$ cat config.mk
export PLATFORM = sky130hd
export DESIGN_NAME = instr_frame_loader
export DESIGN_NICKNAME = d
export VERILOG_FILES = /design/src/rtl/instr_loader_pkg.sv /design/src/rtl/gap_timer.sv /design/src/rtl/instr_frame_loader.sv
export SDC_FILE = /design/constraint.sdc
export NUM_CORES = 1
export LEC_CHECK = 0
export CAP_MARGIN = 20
export CORE_MARGIN = 8
export CORE_UTILIZATION = 35
export CTS_CLUSTER_DIAMETER = 40
export DETAILED_ROUTE_END_ITERATION = 8
export PLACE_DENSITY = 0.59
export SYNTH_ARGS = -nofsm -noshare
export SYNTH_HDL_FRONTEND = slang
export SYNTH_HIERARCHICAL = 1
export SYNTH_SLANG_ARGS = --single-unit
$ cat constraint.sdc
create_clock -name clk -period 9.7 [get_ports clk]
set_input_delay 2.425 -clock clk [delete_from_list [all_inputs] [get_ports clk]]
set_output_delay 2.425 -clock clk [all_outputs]
set_load 0.05 [all_outputs]
$ cat src/rtl/instr_loader_pkg.sv
// Shared types and constants for the instruction frame loader.
package instr_loader_pkg;

  typedef enum logic [1:0] {
    IDLE    = 2'd0,
    COLLECT = 2'd1,
    EMIT    = 2'd2,
    DONE    = 2'd3
  } state_t;

  // Byte position inside a frame after the sync byte; F_CSUM only exists with the checksum build.
  typedef enum logic [2:0] {
    F_OPCODE = 3'd0,
    F_SEL    = 3'd1,
    F_OP1H   = 3'd2,
    F_OP1L   = 3'd3,
    F_OP2H   = 3'd4,
    F_OP2L   = 3'd5,
    F_CSUM   = 3'd6
  } field_idx_t;

  localparam int FIELD_COUNT = 6;
  localparam logic [7:0] DEFAULT_START_BYTE = 8'hA5;

  typedef logic [FIELD_COUNT-1:0][7:0] fields_t;

endpackage

$ cat src/rtl/gap_timer.sv
// Inter-byte gap timer: counts idle cycles while running, expire is a combinational
// pulse on the GAP_TIMEOUT-th consecutive idle cycle; clear restarts the count.
module gap_timer #(
  parameter int GAP_TIMEOUT = 50000
) (
  input  logic clk,
  input  logic rst,
  input  logic clear,
  input  logic run,
  output logic expire
);

  localparam int W = (GAP_TIMEOUT > 1) ? $clog2(GAP_TIMEOUT) : 1;
  localparam logic [W-1:0] LAST = W'(GAP_TIMEOUT - 1);

  logic [W-1:0] cnt;

  assign expire = run && !clear && (cnt == LAST);

  always_ff @(posedge clk) begin
    if (rst || clear) begin
      cnt <= '0;
    end else if (run && !expire) begin
      cnt <= cnt + 1'b1;
    end
  end

endmodule

$ cat src/rtl/instr_frame_loader.sv
// Assembles UART byte frames (sync, opcode, sel, op1h, op1l, op2h, op2l) into instruction RAM writes.
// Define INSTR_FRAME_CHECKSUM_EN to require a trailing XOR checksum byte per frame.
module instr_frame_loader
  import instr_loader_pkg::*;
#(
  parameter int         NUM_INSTR   = 4,
  parameter int         GAP_TIMEOUT = 50000,
  parameter logic [7:0] START_BYTE  = DEFAULT_START_BYTE
) (
  input  logic        clk,
  input  logic        rst,
  input  logic [7:0]  rx_data,
  input  logic        rx_valid,
  output logic [7:0]  opcode,
  output logic [7:0]  sel,
  output logic [7:0]  op1h,
  output logic [7:0]  op1l,
  output logic [7:0]  op2h,
  output logic [7:0]  op2l,
  output logic        load,
  output logic        frame_err,
  output logic        done,
  output logic [11:0] instr_count
);

`ifdef INSTR_FRAME_CHECKSUM_EN
  localparam field_idx_t LAST_IDX = F_CSUM;
  logic [7:0] csum;
`else
  localparam field_idx_t LAST_IDX = F_OP2L;
`endif

  state_t     state, state_nxt;
  field_idx_t idx;
  fields_t    stage, stage_upd, fields;
  logic       is_start, byte_ok, frame_drop, gap_expire, last_frame;

  assign is_start   = rx_valid && (rx_data == START_BYTE);
  assign last_frame = ({1'b0, instr_count} + 13'd1) == 13'(NUM_INSTR);

  gap_timer #(.GAP_TIMEOUT(GAP_TIMEOUT)) u_gap_timer (
    .clk    (clk),
    .rst    (rst),
    .clear  ((state != COLLECT) || rx_valid),
    .run    (state == COLLECT),
    .expire (gap_expire)
  );

  always_comb begin
    byte_ok = 1'b1;
    case (idx)
      F_OPCODE: byte_ok = (rx_data[7:4] == 4'h0);
      F_SEL:    byte_ok = (rx_data <= 8'd3);
`ifdef INSTR_FRAME_CHECKSUM_EN
      F_CSUM:   byte_ok = (rx_data == csum);
`endif
      default:  byte_ok = 1'b1;
    endcase
  end

  assign frame_drop = (state == COLLECT) && ((rx_valid && !byte_ok) || gap_expire);

  always_comb begin
    stage_upd = stage;
    if (int'(idx) < FIELD_COUNT) begin
      stage_upd[idx] = rx_data;
    end
  end

  always_ff @(posedge clk) begin
    if (rst) begin
      state <= IDLE;
    end else begin
      state <= state_nxt;
    end
  end

  always_comb begin
    state_nxt = state;
    case (state)
      IDLE: begin
        if (is_start) state_nxt = COLLECT;
      end
      COLLECT: begin
        if (frame_drop)                          state_nxt = IDLE;
        else if (rx_valid && (idx == LAST_IDX))  state_nxt = EMIT;
      end
      EMIT: begin
        if (last_frame)    state_nxt = DONE;
        else if (is_start) state_nxt = COLLECT;
        else               state_nxt = IDLE;
      end
      DONE:    state_nxt = DONE;
      default: state_nxt = IDLE;
    endcase
  end

  always_comb begin
    load = (state == EMIT);
    done = (state == DONE);
  end

  // Fields are committed on the edge into EMIT so the whole word is stable while load is high.
  always_ff @(posedge clk) begin
    if (rst) begin
      idx         <= F_OPCODE;
      stage       <= '0;
      fields      <= '0;
      frame_err   <= 1'b0;
      instr_count <= '0;
`ifdef INSTR_FRAME_CHECKSUM_EN
      csum        <= '0;
`endif
    end else begin
      frame_err <= frame_drop;
      if (state != COLLECT) begin
        idx <= F_OPCODE;
`ifdef INSTR_FRAME_CHECKSUM_EN
        csum <= '0;
`endif
      end else if (rx_valid) begin
        idx   <= field_idx_t'(idx + 3'd1);
        stage <= stage_upd;
`ifdef INSTR_FRAME_CHECKSUM_EN
        csum  <= csum ^ rx_data;
`endif
      end
      if ((state == COLLECT) && (state_nxt == EMIT)) begin
        fields <= stage_upd;
      end
      if (state == EMIT) begin
        instr_count <= instr_count + 12'd1;
      end
    end
  end

  assign opcode = fields[F_OPCODE];
  assign sel    = fields[F_SEL];
  assign op1h   = fields[F_OP1H];
  assign op1l   = fields[F_OP1L];
  assign op2h   = fields[F_OP2H];
  assign op2l   = fields[F_OP2L];

endmodule

==> results.toml, run 1 <==
[outcome]
status = "complete, no violations"

[routing]
drtIter0Drc = 242
vias = 4688
wl_per_cell_microns = 15.45
vias_per_cell = 5.085
first_pass_iters = 4
routed_wl_microns = 14250
antenna_left = 0
drc_errors = 0

[synth]
synth-async-reset-ratio_pct = 0
synth_edf_count = 0
syn_area_sq_um = 5854
synth-seq-cells = 130
yosys_most_used_dff = "dfxtp_1"
yosysWarnings = 6
yosysSeqAreaShare_pct = 44.45
synth_area_per_cell_sq_um = 9.062
synth_cell_types = 51
syn_inst = 646
synth_fp_nets = 663

[clocking]
cts.sinks = 130
cts_resized = 0
clkLatencyLatePin_ns = 0.42
clkSlewWorstSetupHoldPaths_ns = 0.06
htreeDepth = 4
cts_setup_buffers = 0
cts_tree = "yes"
cts_root_buf = "clkbuf_16"
cts-buffers-inserted = 17
cts_hold_buf = 0
clockBufferDepth = 2

[grt]
grt_usage_pct = 13.66
grt_pass1_vias = 4489
antenna_found_initial = 0
grt_start_max_net_pins = 115
grt_pass1_wl_microns = 23360
overflow = 0

[layout]
final_cells = 922
syn2layout_area_growth_pct = 24.13
finalNetCount = 706
nFillCells = 1606
multi_input_area_sq_um = 2947
layout-drive-gt1-share_pct = 7.265
design_area_sq_um = 7267
insertedDiodeCount = 0
ff_latch_area_sq_um = 2603

[pwr]
power_frac_comb_pct = 2.1
clockPowerShare_pct = 54.5
seqPwrFrac_pct = 43.4
cellLeakagePower_uw = 0.002435
p_int_uw = 976.4
irDropWorstVdd_v = 0.0001205
power.density_nw_per_um2 = 169.2
net-switching-power_uw = 253.3
switching_share_pct = 20.60

[sta]
rsz0062_at_grt = "no"
worstMarginPinSlew_ns = 1.042
slew_violations = 0
relSlewSlack_pct = 30.37
setup_viol = 0
setup_tns_ns = 0
finClkSkew_ns = 0.006384
fmax_ghz = 0.1915
hold_viol_final = 0
min_period_over_period_pct = 53.84
finalCriticalPeriod_ns = 5.223

[placement]
port-buffer-count = 73
dp_cells = 889
gp_congestion = 0.8504
placed_area_sq_um = 6628
hpwl_microns = 9373

[critical_path]
cp_slowest_cell = "clkdlybuf4s50_1"
arrival_ns = 5.50
critPathMaxStageDelay_ns = 0.60
critPathLaunchType = "input pin"
crit_type = "input pin to register"
critPathRequiredTime_ns = 9.97
crit_path_end_kind = "register"
critPathMaxFanout = 67
worstPathCellList = "clkdlybuf4s50_1 > nand2b_1 > or4b_1 > nor4_4 > and2_1 > nor4_2 > o211ai_1 > a2111oi_4 > buf_4 > nor2_1 > a211oi_2"

[floorplan]
dieArea_sq_um = 21120
start_util_pct = 35.55
rows = 47
ios = 74
core_area_sq_um = 16470
die-width_microns = 145.3
dieHeight_microns = 145.3

[hold_path]
hp-class = "register to register"

[run]
drv_cap = 0
metrics by stage:
step                      hold WS (ns)  util [%]  total power, uW  setup slack (ns)
after global placement          0.4603     40.25            569.7             4.133
after floorplan                 0.4536         -            559.6             4.884
final                           0.4739     44.13             1230             4.477
after CTS                       0.4740     43.97             1239             4.490
after global routing            0.4957     44.13             1269             4.262
after detailed placement        0.4660     40.25            570.2             4.042
cell type report:
cell class                 count  area share, %
sequential                   130          35.81
timing repair buffer          80          11.02
clock inverter                10          2.169
tap                          220          3.788
clock buffer                  22          6.250
multi-input combinational    452          40.55
inverter                       8         0.4132
layer usage:
metal / track usage (%) / wire, microns / share of wire (%)
met1: 16.26 / 6463 / 45
met2: 21.82 / 6653 / 47
met5: 0 / 0 / 0
met4: 6.559 / 341 / 2.4
met3: 4.509 / 791 / 5.6
sequential cells by signal, indices dropped and copies added (netlist names):
| signal | flops |
|---|---|
| state | 2 |
| u_gap_timer/cnt | 16 |
| op2l | 8 |
| op1h | 8 |
| sel | 8 |
| idx | 3 |
| op2h | 8 |
| opcode | 8 |
| op1l | 8 |
| instr_count | 12 |
| stage | 48 |
| frame_err | 1 |
logic make-up (layout without fill, tap and decap cells):
group | after synthesis | count (layout) | share of synthesized area, %
muxes | 84 | 84 | 14.36
xor gates and xnor gates | 21 | 21 | 3.142
buffers and inverters | 64 | 120 | 5.215
DFF | 130 | 130 | 44.45
and+or+nand+nor | 230 | 230 | 18.57
AOI/OAI and AO/OA | 111 | 111 | 12.97
adders and majority gates | 6 | 6 | 1.282
cell usage after synthesis, types with 10 or more instances:
master    number  share of area [%]
clkbuf_1      35                2.2
nand3_1       18                1.5
dfxtp_1      130                 44
a211oi_1      48                6.2
o21ai_0       20                1.7
nor2_1       120                7.7
nor3_1        12                1.0
mux2i_1       84                 14
xor2_1        10                1.5
nand2_1       32                2.1
xnor2_1       11                1.6
a21oi_1       27                2.3
power groups by stage:
stage | registers [uW] | clock network [uW] | logic, uW
after floorplan | 546 | 0 | 14.0
after global placement | 546 | 0 | 24.0
after detailed placement | 546 | 0 | 24.5
after CTS | 534 | 680 | 24.6
after global routing | 534 | 707 | 27.7
final | 534 | 670 | 25.7
layout by cell type (no fill, tap or decap), types with 3 or more instances in the layout:
cell | Yosys | layout
o21ai_0 | 20 | 20
a21oi_1 | 27 | 27
nand4_1 | 9 | 9
a211oi_1 | 48 | 48
mux2i_1 | 84 | 84
buf_4 | 2 | 7
inv_1 | 8 | 8
clkbuf_1 | 35 | 4
clkinvlp_4 | 0 | 3
xnor2_1 | 11 | 11
nand2_1 | 32 | 32
nor2_1 | 120 | 120
or3_1 | 3 | 3
clkinv_2 | 0 | 3
clkdlybuf4s50_1 | 0 | 72
dfxtp_1 | 130 | 130
ha_1 | 6 | 6
nor4_1 | 3 | 3
and2_1 | 3 | 3
nand3_1 | 18 | 18
nor3_1 | 12 | 12
clkbuf_16 | 0 | 17
nand2b_1 | 3 | 3
nor2b_1 | 4 | 4
bufinv_16 | 0 | 4
xor2_1 | 10 | 10
and3_1 | 8 | 8
worst paths after layout:
| path | startpoint | end | slack (ns) | cells after the start |
|---|---|---|---|---|
| worst max-delay path | rx_valid | op1l[0]$_SDFFE_PP0P_ | 4.48 | 11 |
| worst min register to register | stage[31]$_SDFFE_PP0P_ | stage[31]$_SDFFE_PP0P_ | 0.47 | 2 |
| worst min-delay path | stage[31]$_SDFFE_PP0P_ | stage[31]$_SDFFE_PP0P_ | 0.47 | 2 |
| worst max register to register | state[0]$_SDFF_PP0_ | op1l[0]$_SDFFE_PP0P_ | 6.47 | 12 |
critical path, delay by kind of cell:
kind	cells	cell delay, ns
buffers and inverters	2	0.95
AO/OA/AOI/OAI	3	0.38
AND/OR/NAND/NOR	6	1.70
No activity file was read; power rests on OpenSTA's default activity.
==> run 2, diff against run 1 <==
Settings changed: PLACE_DENSITY 0.59 to 0.61.
Clock period 9.7 ns to 4.54 ns, I/O delays scaled along.
==> run 2 against run 1 <==
  * Global-route usage is essentially flat
  * Combinational power grew 130%
  * Cell area increased by 1.0%
  * Clock-buffer cell count unchanged
  * Hold slack improved by 0.0025 ns
  * Sequential share of layout area shrank 0.37 points
  * Highest routed layer unchanged
==> results.toml, run 2 (same netlist as run 1, synthesis figures left out) <==
[critical_path]
critPathRequiredTime_ns = 4.86
critPathMaxStageDelay_ns = 0.92
worstPathCellList = "clkdlybuf4s50_1 > nand2b_1 > or4b_1 > nor4_4 > and2_1 > nor4_2 > o211ai_1 > a2111oi_4 > buf_12 > nor2_1 > a211oi_1"
cp_top_family = "compound AO/OA/AOI/OAI gates"
critPathLaunchType = "input pin"
crit_type = "input pin to register"
crit_path_end_kind = "register"
critPathMaxFanout = 80
arrival_ns = 4.20
critPathBufInv = 2
cp_slowest_cell = "a2111oi_4"
r2r_slack_ns = 1.19

[sta]
finClkSkew_ns = 0.01100
relSlewSlack_pct = 32.40
finalCriticalPeriod_ns = 3.886
setup_viol = 0
rsz0062_at_grt = "no"
fmax_ghz = 0.2573
slew_violations = 0
min_period_over_period_pct = 85.59
worstMarginPinSlew_ns = 1.014
hold_viol_final = 0
setup_tns_ns = 0

[clocking]
clkLatencyLatePin_ns = 0.42
htreeDepth = 4
cts_setup_buffers = 0
cts-buffers-inserted = 17
cts_root_buf = "clkbuf_16"
cts_tree = "yes"
clkSlewWorstSetupHoldPaths_ns = 0.05
cts.sinks = 130
clockBufferDepth = 2
cts_resized = 0
cts_hold_buf = 0

[hold_path]
hp-class = "register to register"

[layout]
syn2layout_area_growth_pct = 25.41
layout-drive-gt1-share_pct = 8.579
layout_commonest_cell = "dfxtp_1"
finalNetCount = 716
largest_register_ffs = 48
design_area_sq_um = 7342
nFillCells = 1572
largest_register = "stage"
final_cell_mix = "dfxtp_1, nor2_1, mux2i_1"
insertedDiodeCount = 0
largestRegisters = "stage: 48 flops, u_gap_timer/cnt: 16 flops, instr_count: 12 flops"

[placement]
gp_congestion = 0.7775
placed_area_sq_um = 6723
port-buffer-count = 73
hpwl_microns = 9841

[grt]
antenna_found_initial = 0
grt_usage_pct = 13.69
overflow = 0
grt_pass1_wl_microns = 23580
grt_pass1_vias = 4598
grt_start_max_net_pins = 81

[floorplan]
dieHeight_microns = 145.3
core_area_sq_um = 16470
ios = 74
start_util_pct = 35.55
dieArea_sq_um = 21120
die-width_microns = 145.3
rows = 47

[routing]
drc_errors = 0
drtIter0Drc = 250
wl_per_cell_microns = 15.40
vias_per_cell = 5.087
routed_wl_microns = 14330
first_pass_iters = 4
antenna_left = 0
vias = 4736

[pwr]
cellLeakagePower_uw = 0.002488
power.density_nw_per_um2 = 357.5
irDropWorstVdd_v = 0.0002739

[run]
drv_cap = 0

[outcome]
status = "complete, no violations"
==> run 2: cell count changes in the layout (fill, tap and decap cells not counted) <==
cell / before / now
buf_16: 1 / 0
clkinvlp_4: 3 / 1
clkbuf_1: 4 / 3
buf_4: 7 / 17
clkinv_4: 0 / 2
clkbuf_8: 1 / 2
buf_12: 0 / 1
clkinv_2: 3 / 2
==> run 2: layout make-up <==
| type | count | area, sq um | area share (%) |
|---|---|---|---|
| timing repair buffer | 90 | 868.3 | 11.83 |
| clock buffer | 22 | 464.2 | 6.322 |
| tap | 220 | 275.3 | 3.749 |
| multi-input combinational | 452 | 2947 | 40.13 |
| inverter | 8 | 30.03 | 0.4090 |
| clock inverter | 9 | 155.1 | 2.113 |
| sequential | 130 | 2603 | 35.45 |
==> run 2: metrics by stage <==
stage,cells,power [uW],hold WS [ns],setup slack [ns],utilization (%)
2_1_floorplan,646,1196,0.4536,1.014,-
6_report,931,2625,0.4764,0.6542,44.59
3_3_place_gp,900,1224,0.4600,0.4177,40.83
4_1_cts,931,2657,0.4746,0.6541,44.59
5_1_grt,931,2713,0.5041,0.3745,44.59
3_5_place_dp,900,1224,0.4668,0.2453,40.83
==> run 2: worst paths after layout <==
path                                              from                      to  depth (start not counted)
worst min register to register  stage[30]$_SDFFE_PP0P_  stage[30]$_SDFFE_PP0P_                          2
worst max register to register     state[1]$_SDFF_PP0_    op1l[5]$_SDFFE_PP0P_                         10
worst min-delay path            stage[30]$_SDFFE_PP0P_  stage[30]$_SDFFE_PP0P_                          2
worst max-delay path                          rx_valid    op1l[5]$_SDFFE_PP0P_                         11
==> run 2: metal layers <==
layer  wire length (microns)  vias to the layer above  global-route usage, %  share of wire (%)
met3                     586                       21                  3.731                4.1
met1                    6615                     2262                  16.51                 46
met4                     267                        0                  5.934                1.9
met5                       0                        -                      0                  0
li1                        -                     2372                      -                  -
met2                    6864                       81                  22.50                 48
==> run 2: power breakdown <==
part	internal (uW)	leakage, uW	switching [uW]
Sequential	1140	0.00105	0.000115
Clock	944	0.000300	481
Combinational	17.5	0.00114	41.2
==> run 2: tightest hold or removal path: stages, from the launching register on <==
cell	delay (ns)
dfxtp_1	0.30
o21ai_0	0.06
a21oi_1	0.06
